--- config.mk ---
export PLATFORM = sky130hd
export DESIGN_NAME = xbus_scheduler_flat
export DESIGN_NICKNAME = d
export VERILOG_FILES = /design/src/rtl/xbus_scheduler_if.sv /design/src/rtl/xbus_scheduler.sv /design/src/flat_wrapper.sv
export SDC_FILE = /design/constraint.sdc
export NUM_CORES = 1
export LEC_CHECK = 0
export CAP_MARGIN = 15
export CELL_PAD_IN_SITES_DETAIL_PLACEMENT = 1
export CELL_PAD_IN_SITES_GLOBAL_PLACEMENT = 2
export CORE_MARGIN = 2
export CORE_UTILIZATION = 35
export DETAILED_ROUTE_END_ITERATION = 16
export MAX_ROUTING_LAYER = met4
export PLACE_DENSITY = 0.87
export SYNTH_ARGS = -nofsm -noshare
export SYNTH_HDL_FRONTEND = slang
export SYNTH_SLANG_ARGS = --single-unit
--- constraint.sdc ---
create_clock -name clk -period 7.7 [get_ports clk]
set_clock_uncertainty 0.1 [all_clocks]
set_input_delay 1.54 -clock clk [delete_from_list [all_inputs] [get_ports clk]]
set_output_delay 1.54 -clock clk [all_outputs]
set_load 0.1 [all_outputs]
--- src/rtl/xbus_scheduler_if.sv ---
// Bus bundle between the global buffer, the scheduler and the PE array.
`timescale 1ns/1ps
interface xbus_scheduler_if #(
  parameter int DATA_WIDTH = 16,
  parameter int NUM_COL    = 4,
  parameter int NUM_ROW    = 4
);
  logic                       start;
  logic                       flush;
  logic [7:0]                 kernel_size;
  logic [$clog2(NUM_ROW):0]   cfg_rows;
  logic [$clog2(NUM_COL):0]   cfg_cols;
  logic                       in_valid;
  logic [DATA_WIDTH-1:0]      in_data;
  logic                       in_ready;
  logic                       out_valid;
  logic [DATA_WIDTH-1:0]      out_data;
  logic [$clog2(NUM_ROW):0]   out_y_tag;
  logic [$clog2(NUM_COL):0]   out_x_id;
  logic                       out_ready;
  logic                       busy;
  logic                       done;
  logic                       cfg_err;

  modport slave (
    input  start, flush, kernel_size, cfg_rows, cfg_cols, in_valid, in_data, out_ready,
    output in_ready, out_valid, out_data, out_y_tag, out_x_id, busy, done, cfg_err
  );

  modport master (
    output start, flush, kernel_size, cfg_rows, cfg_cols, in_valid, in_data, out_ready,
    input  in_ready, out_valid, out_data, out_y_tag, out_x_id, busy, done, cfg_err
  );
endinterface

--- src/rtl/xbus_scheduler.sv ---
// Streams global-buffer words onto the PE bus tagged with (row, column) in row-major scan order.
// Optional: define XBUS_SCHED_PERF_EN to add a 32-bit stall_cnt output.
`timescale 1ns/1ps
module xbus_scheduler #(
  parameter int DATA_WIDTH = 16,
  parameter int NUM_COL    = 4,
  parameter int NUM_ROW    = 4
) (
  input  logic            clk,
  input  logic            rstn,
  xbus_scheduler_if.slave bus
`ifdef XBUS_SCHED_PERF_EN
  ,
  output logic [31:0]     stall_cnt
`endif
);
  localparam int RW = $clog2(NUM_ROW) + 1;
  localparam int CW = $clog2(NUM_COL) + 1;
  localparam int TW = 8 + RW + CW;

  typedef enum logic [1:0] {IDLE = 2'd0, RUN = 2'd1, DRAIN = 2'd2, DONE = 2'd3} state_t;

  state_t                state_r, state_nxt_s;
  logic [7:0]            ks_r, word_cnt_r;
  logic [RW-1:0]         rows_r, y_cnt_r, out_y_r;
  logic [CW-1:0]         cols_r, x_cnt_r, out_x_r;
  logic [TW-1:0]         total_cnt_r, total_words_s;
  logic [DATA_WIDTH-1:0] out_data_r;
  logic                  out_valid_r, cfg_err_r;
  logic                  in_ready_s, busy_s, done_s;
  logic                  accept_s, last_s, cfg_bad_s, start_ok_s, out_free_s;

  assign cfg_bad_s = (bus.kernel_size == 8'd0) || (bus.cfg_rows == RW'(0)) || (bus.cfg_cols == CW'(0)) ||
                     (bus.cfg_rows > RW'(NUM_ROW)) || (bus.cfg_cols > CW'(NUM_COL));
  assign start_ok_s    = (state_r == IDLE) && bus.start && !bus.flush && !cfg_bad_s;
  assign out_free_s    = !out_valid_r || bus.out_ready;
  assign accept_s      = bus.in_valid && in_ready_s;
  assign total_words_s = TW'(ks_r) * TW'(rows_r) * TW'(cols_r);
  // The flat word counter marks the final word of the scan independently of the tag counters.
  assign last_s        = (total_cnt_r == total_words_s - TW'(1));

  // State register.
  always_ff @(posedge clk or negedge rstn) begin
    if (!rstn) state_r <= IDLE;
    else       state_r <= state_nxt_s;
  end

  // Next-state logic; flush overrides every transition.
  always_comb begin
    state_nxt_s = state_r;
    if (bus.flush) begin
      state_nxt_s = IDLE;
    end else begin
      case (state_r)
        IDLE:    if (start_ok_s)          state_nxt_s = RUN;   else state_nxt_s = IDLE;
        RUN:     if (accept_s && last_s)  state_nxt_s = DRAIN; else state_nxt_s = RUN;
        DRAIN:   if (out_free_s)          state_nxt_s = DONE;  else state_nxt_s = DRAIN;
        DONE:    state_nxt_s = IDLE;
        default: state_nxt_s = IDLE;
      endcase
    end
  end

  // State-decoded outputs.
  always_comb begin
    in_ready_s = (state_r == RUN) && out_free_s;
    busy_s     = (state_r != IDLE);
    done_s     = (state_r == DONE);
  end

  // Configuration latch, scan counters and the output register.
  always_ff @(posedge clk or negedge rstn) begin
    if (!rstn) begin
      ks_r        <= 8'd0;
      rows_r      <= RW'(0);
      cols_r      <= CW'(0);
      word_cnt_r  <= 8'd0;
      x_cnt_r     <= CW'(0);
      y_cnt_r     <= RW'(0);
      total_cnt_r <= TW'(0);
      out_valid_r <= 1'b0;
      out_data_r  <= DATA_WIDTH'(0);
      out_y_r     <= RW'(0);
      out_x_r     <= CW'(0);
    end else if (bus.flush) begin
      word_cnt_r  <= 8'd0;
      x_cnt_r     <= CW'(0);
      y_cnt_r     <= RW'(0);
      total_cnt_r <= TW'(0);
      out_valid_r <= 1'b0;
    end else begin
      if (start_ok_s) begin
        ks_r        <= bus.kernel_size;
        rows_r      <= bus.cfg_rows;
        cols_r      <= bus.cfg_cols;
        word_cnt_r  <= 8'd0;
        x_cnt_r     <= CW'(0);
        y_cnt_r     <= RW'(0);
        total_cnt_r <= TW'(0);
      end
      if (accept_s) begin
        out_valid_r <= 1'b1;
        out_data_r  <= bus.in_data;
        out_y_r     <= y_cnt_r;
        out_x_r     <= x_cnt_r;
        total_cnt_r <= total_cnt_r + TW'(1);
        if (word_cnt_r == ks_r - 8'd1) begin
          word_cnt_r <= 8'd0;
          if (x_cnt_r == cols_r - CW'(1)) begin
            x_cnt_r <= CW'(0);
            y_cnt_r <= (y_cnt_r == rows_r - RW'(1)) ? RW'(0) : y_cnt_r + RW'(1);
          end else begin
            x_cnt_r <= x_cnt_r + CW'(1);
          end
        end else begin
          word_cnt_r <= word_cnt_r + 8'd1;
        end
      end else if (bus.out_ready) begin
        out_valid_r <= 1'b0;
      end
    end
  end

  // One-cycle pulse for a start carrying an unusable configuration.
  always_ff @(posedge clk or negedge rstn) begin
    if (!rstn) cfg_err_r <= 1'b0;
    else       cfg_err_r <= (state_r == IDLE) && bus.start && !bus.flush && cfg_bad_s;
  end

`ifdef XBUS_SCHED_PERF_EN
  // Saturating count of cycles the bus held a word it could not deliver.
  always_ff @(posedge clk or negedge rstn) begin
    if (!rstn)                                                       stall_cnt <= 32'd0;
    else if (start_ok_s)                                             stall_cnt <= 32'd0;
    else if (out_valid_r && !bus.out_ready && stall_cnt != 32'hFFFF_FFFF) stall_cnt <= stall_cnt + 32'd1;
  end
`endif

  assign bus.in_ready  = in_ready_s;
  assign bus.out_valid = out_valid_r;
  assign bus.out_data  = out_data_r;
  assign bus.out_y_tag = out_y_r;
  assign bus.out_x_id  = out_x_r;
  assign bus.busy      = busy_s;
  assign bus.done      = done_s;
  assign bus.cfg_err   = cfg_err_r;
endmodule

--- src/flat_wrapper.sv ---
// flat-port wrapper written by rule: the top's interface ports become plain ports
module xbus_scheduler_flat 
#(
  parameter int DATA_WIDTH = 16,
  parameter int NUM_COL    = 4,
  parameter int NUM_ROW    = 4
)
  (clk, rstn, bus_start, bus_flush, bus_kernel_size, bus_cfg_rows, bus_cfg_cols, bus_in_valid, bus_in_data, bus_out_ready, bus_in_ready, bus_out_valid, bus_out_data, bus_out_y_tag, bus_out_x_id, bus_busy, bus_done, bus_cfg_err);
  xbus_scheduler_if #(.DATA_WIDTH(DATA_WIDTH), .NUM_COL(NUM_COL), .NUM_ROW(NUM_ROW)) bus_i ();
  input  logic clk;
  input  logic rstn;
  input wire logic [$bits(bus_i.start)-1:0] bus_start;
  input wire logic [$bits(bus_i.flush)-1:0] bus_flush;
  input wire logic [$bits(bus_i.kernel_size)-1:0] bus_kernel_size;
  input wire logic [$bits(bus_i.cfg_rows)-1:0] bus_cfg_rows;
  input wire logic [$bits(bus_i.cfg_cols)-1:0] bus_cfg_cols;
  input wire logic [$bits(bus_i.in_valid)-1:0] bus_in_valid;
  input wire logic [$bits(bus_i.in_data)-1:0] bus_in_data;
  input wire logic [$bits(bus_i.out_ready)-1:0] bus_out_ready;
  output wire logic [$bits(bus_i.in_ready)-1:0] bus_in_ready;
  output wire logic [$bits(bus_i.out_valid)-1:0] bus_out_valid;
  output wire logic [$bits(bus_i.out_data)-1:0] bus_out_data;
  output wire logic [$bits(bus_i.out_y_tag)-1:0] bus_out_y_tag;
  output wire logic [$bits(bus_i.out_x_id)-1:0] bus_out_x_id;
  output wire logic [$bits(bus_i.busy)-1:0] bus_busy;
  output wire logic [$bits(bus_i.done)-1:0] bus_done;
  output wire logic [$bits(bus_i.cfg_err)-1:0] bus_cfg_err;
  assign bus_i.start = bus_start;
  assign bus_i.flush = bus_flush;
  assign bus_i.kernel_size = bus_kernel_size;
  assign bus_i.cfg_rows = bus_cfg_rows;
  assign bus_i.cfg_cols = bus_cfg_cols;
  assign bus_i.in_valid = bus_in_valid;
  assign bus_i.in_data = bus_in_data;
  assign bus_i.out_ready = bus_out_ready;
  assign bus_in_ready = bus_i.in_ready;
  assign bus_out_valid = bus_i.out_valid;
  assign bus_out_data = bus_i.out_data;
  assign bus_out_y_tag = bus_i.out_y_tag;
  assign bus_out_x_id = bus_i.out_x_id;
  assign bus_busy = bus_i.busy;
  assign bus_done = bus_i.done;
  assign bus_cfg_err = bus_i.cfg_err;
  xbus_scheduler #(.DATA_WIDTH(DATA_WIDTH), .NUM_COL(NUM_COL), .NUM_ROW(NUM_ROW)) u_core (.clk(clk), .rstn(rstn), .bus(bus_i));
endmodule
==> flow_results.org <==
** Outcome
- The run finished with clean final reports.

** Synthesis
- Yosys warns :: 0
- Mean instance size in the synthesized netlist :: 8.69 µm²
- The cell count after synthesis came out at 617.
- Net count after synthesis :: 712
- The largest total area in the synthesized netlist belongs to sky130_fd_sc_hd__dfrtp_1.
- For this run, asynchronously set or reset flops after synthesis account for 100%.
- In this run, distinct cell masters in the synthesized netlist total 60.
- Part of the Yosys area used for sequential elements :: 31.8%
- Sorting the synthesized cells by area gives the leading types as sky130_fd_sc_hd__dfrtp_1, sky130_fd_sc_hd__ha_1, sky130_fd_sc_hd__nand2_1, sky130_fd_sc_hd__fa_1, sky130_fd_sc_hd__xnor2_1.
- Dominant synthesized flop cell :: sky130_fd_sc_hd__dfrtp_1
- Summing every instance area after synthesis gives 5360 µm².
- Yosys mapped a number of flops with a built-in enable equal to 0.
- The share of synthesized area in the top cell type comes to 31.8%.
- Register bit count reported by yosys :: 68

** GRT
- Global-route usage over all layers :: 19.4%
- The first global-routing pass estimated 24.5 mm of wire.
- The via count of the first global-routing pass came to 4966.
- The number of antenna violations at the first check in global routing came to 0.
- GRT overflow :: 0
- Maximum number of pins on one net before global-route repair :: 69

** Clock tree
- Number of post-CTS setup repair buffers :: 0
- After clock tree synthesis, the repair step resized 0 gates.
- TritonCTS built the clock tree.
- Clk Latency, worst-skew pair :: 330 ps
- Clock tree synthesis selected as its root buffer the cell sky130_fd_sc_hd__clkbuf_16.
- In this run, CTS created clock tree buffers numbering 9.
- The clock net in this run drives a total of 68 sinks.
- Hold buffer count at cts :: 0
- The clock passes through at most 2 buffers.
- The clock tree synthesis step divided the H-tree into 3 levels.
- Clock-pin slew on the worst setup and hold paths :: 60 ps

** Setup path
- The critical path starts at u_core.ks_r[0]$_DFFE_PN0P_.
- STA classifies the critical path startpoint as a flip-flop.
- STA puts the critical path data required time at 7810 ps.
- Setup slack on the worst reg-to-reg path comes out at 1830 ps.
- The critical path in this run is classified as flip-flop to flip-flop.
- STA classifies the critical path endpoint as a flip-flop.
- The startpoint identified for the worst register-to-register timing path is u_core.ks_r[0]$_DFFE_PN0P_.
- Along the worst path, the maximum fanout reaches 9.
- STA puts the critical path data arrival time at 5990 ps.

** Final layout
- Diode insertion count for antenna repair :: 0
- The library cell used most frequently in the layout, excluding fill and tap cells, is sky130_fd_sc_hd__nand2_1.
- In the layout the commonest cells are sky130_fd_sc_hd__nand2_1, sky130_fd_sc_hd__dfrtp_1, sky130_fd_sc_hd__clkdlybuf4s50_1, sky130_fd_sc_hd__inv_1, sky130_fd_sc_hd__ha_1.
- The final layout contains 766 nets.
- Measured on the finished design, the core utilization comes to 42.9%.
- Compared with the post-synthesis result, the final layout area differs by 20.7%.
- Fraction of layout instances using a drive strength above 1 :: 7.11%

** STA
- Setup repair after global routing left no endpoint under its margin.
- Least-Margin Pin Slew :: 1010 ps
- The number of pins exceeding their max-slew limit in the final report is 0.
- After routing, the total negative slack on setup checks comes to 0 ps.
- Relative slew slack :: 32.7%
- Setup violations remaining at the end of the flow were counted as 0.
- The worst path in the final design needs a cycle of 5870 ps, including I/O delays and setup.
- Highest clock rate :: 0.170 GHz
- Number of endpoints with negative hold slack in the final report :: 0
- The final critical path takes up 76.3% of the cycle.

** Route
- Vias per inst :: 5.21
- The detailed router placed 4499 vias in this run.
- Wire length per cell :: 16.7 µm
- The detail route stage leaves a number of antenna-violating nets equal to 0.
- Routed wire length :: 14.4 mm
- For this run, design rule violations remaining after detail routing come to 0.
- In this run, the number of DRC markers left after iteration 0 of detailed routing was 238.
- For this run, the detailed router's first-pass iteration total came to 4.

** Worst hold path
- HP Start :: u_core.bus.out_data[6]$_DFFE_PN0P_
- Hold WC Path Type :: flip-flop to flip-flop

** Floorplan
- Core footprint :: 15100 µm²
- Row Count :: 45
- During I/O placement, the number of pins put on the boundary was 63.
- Overall die height :: 128 µm
- Measured along the x axis, the die boundary spans 128 µm.
- The die covers 16300 µm².
- Once the floorplan was initialized, standard cells occupied 35.5% of the core.

** Placement
- Summed over all nets, the half-perimeter wirelength after detailed placement is 11.3 mm.
- In this run the tool buffered the top-level ports with 62 buffer cells.
- Routability-driven placement finished with a final weighted congestion of 0.863.

** Run
- Across the run, the number of max-cap violations was 0.
## Yosys cell counts (5+ instances only)
master and number:
sky130_fd_sc_hd__nor2_1 33, sky130_fd_sc_hd__mux2_2 15, sky130_fd_sc_hd__xor2_1 22, sky130_fd_sc_hd__xnor2_1 32
sky130_fd_sc_hd__fa_1 17, sky130_fd_sc_hd__o21ai_0 15, sky130_fd_sc_hd__nand4_1 8, sky130_fd_sc_hd__and3_1 12
sky130_fd_sc_hd__clkbuf_1 21, sky130_fd_sc_hd__nand3b_1 5, sky130_fd_sc_hd__a21oi_1 24, sky130_fd_sc_hd__nand2_1 126
sky130_fd_sc_hd__inv_1 47, sky130_fd_sc_hd__ha_1 42, sky130_fd_sc_hd__nor2b_1 6, sky130_fd_sc_hd__nor4_1 7
sky130_fd_sc_hd__and2_1 9, sky130_fd_sc_hd__nand3_1 22, sky130_fd_sc_hd__a21o_1 7, sky130_fd_sc_hd__dfrtp_1 68
sky130_fd_sc_hd__nand2b_1 12, sky130_fd_sc_hd__a22o_1 5, sky130_fd_sc_hd__a31oi_1 5
## cells by family after synthesis
group,synth area share (%)
simple gates,23.5
compound gates,11.1
buf+inv,5.14
flops,31.8
fa+ha+maj,16.2
xor+xnor,8.83
mux,3.53
## worst max-delay path, cell delays in order (launching register included)
cell and delay [ps]:
sky130_fd_sc_hd__dfrtp_1 490, sky130_fd_sc_hd__and2_1 210, sky130_fd_sc_hd__fa_1 540, sky130_fd_sc_hd__ha_1 170
sky130_fd_sc_hd__inv_1 60, sky130_fd_sc_hd__fa_1 410, sky130_fd_sc_hd__inv_1 70, sky130_fd_sc_hd__a21o_1 110
sky130_fd_sc_hd__a21oi_1 90, sky130_fd_sc_hd__o21bai_1 140, sky130_fd_sc_hd__a21oi_1 100, sky130_fd_sc_hd__xnor2_1 290
sky130_fd_sc_hd__nand2_1 100, sky130_fd_sc_hd__ha_1 320, sky130_fd_sc_hd__fa_1 550, sky130_fd_sc_hd__inv_1 50
sky130_fd_sc_hd__ha_1 320, sky130_fd_sc_hd__and3_1 270, sky130_fd_sc_hd__and3_1 230, sky130_fd_sc_hd__o31a_1 280
sky130_fd_sc_hd__a2111oi_0 300, sky130_fd_sc_hd__nand4_1 200, sky130_fd_sc_hd__o41a_1 350
## metrics by stage
step | instances | instance area, µm² | hold slack, ps | setup WS, ps
after global placement | 847 | 6140 | 356 | 1960
after floorplan | 617 | 5360 | 371 | 2320
after CTS | 862 | 6460 | 377 | 1800
after global routing | 863 | 6470 | 407 | 1320
final | 863 | 6470 | 373 | 1830
after detailed placement | 847 | 6140 | 361 | 1830
## worst paths after layout
path | end | depth (start not counted)
min | u_core.bus.out_data[6]$_DFFE_PN0P_ | 2
max in group asynchronous | u_core.total_cnt_r[11]$_DFFE_PN0P_ | 2
max | u_core.state_r[0]$_DFF_PN0_ | 22
min in group asynchronous | u_core.bus.out_data[10]$_DFFE_PN0P_ | 2
max reg2reg | u_core.state_r[0]$_DFF_PN0_ | 22
min reg2reg | u_core.bus.out_data[6]$_DFFE_PN0P_ | 2
## layer usage
layer  global-route usage (%)  share of wire [%]  vias up
met5                        -                  0        -
met4                     7.76                2.5        0
met3                     2.71                2.6       26
met2                     32.6                 50       71
met1                     23.5                 45     2209
li1                         -                  -     2193
## cell type report
cell class              instances  area, µm²
clock buffers                   9        225
multi-input cells             478       3380
clock inverters                 6       88.8
flip-flops and latches         68       1700
well taps                     188        235
fillers                      1787       8620
inverters                      47        176
repair buffers                 67        657
## sequential cells by signal (all words and copies together), names as in the netlist, 8 cells and up
| name | cells |
|---|---|
| u_core.ks_r | 8 |
| u_core.word_cnt_r | 8 |
| u_core.total_cnt_r | 14 |
| u_core.bus.out_data | 16 |
Power is not shown: default switching activity piles up to over one toggle a cycle in this logic, so the estimate is an artifact.
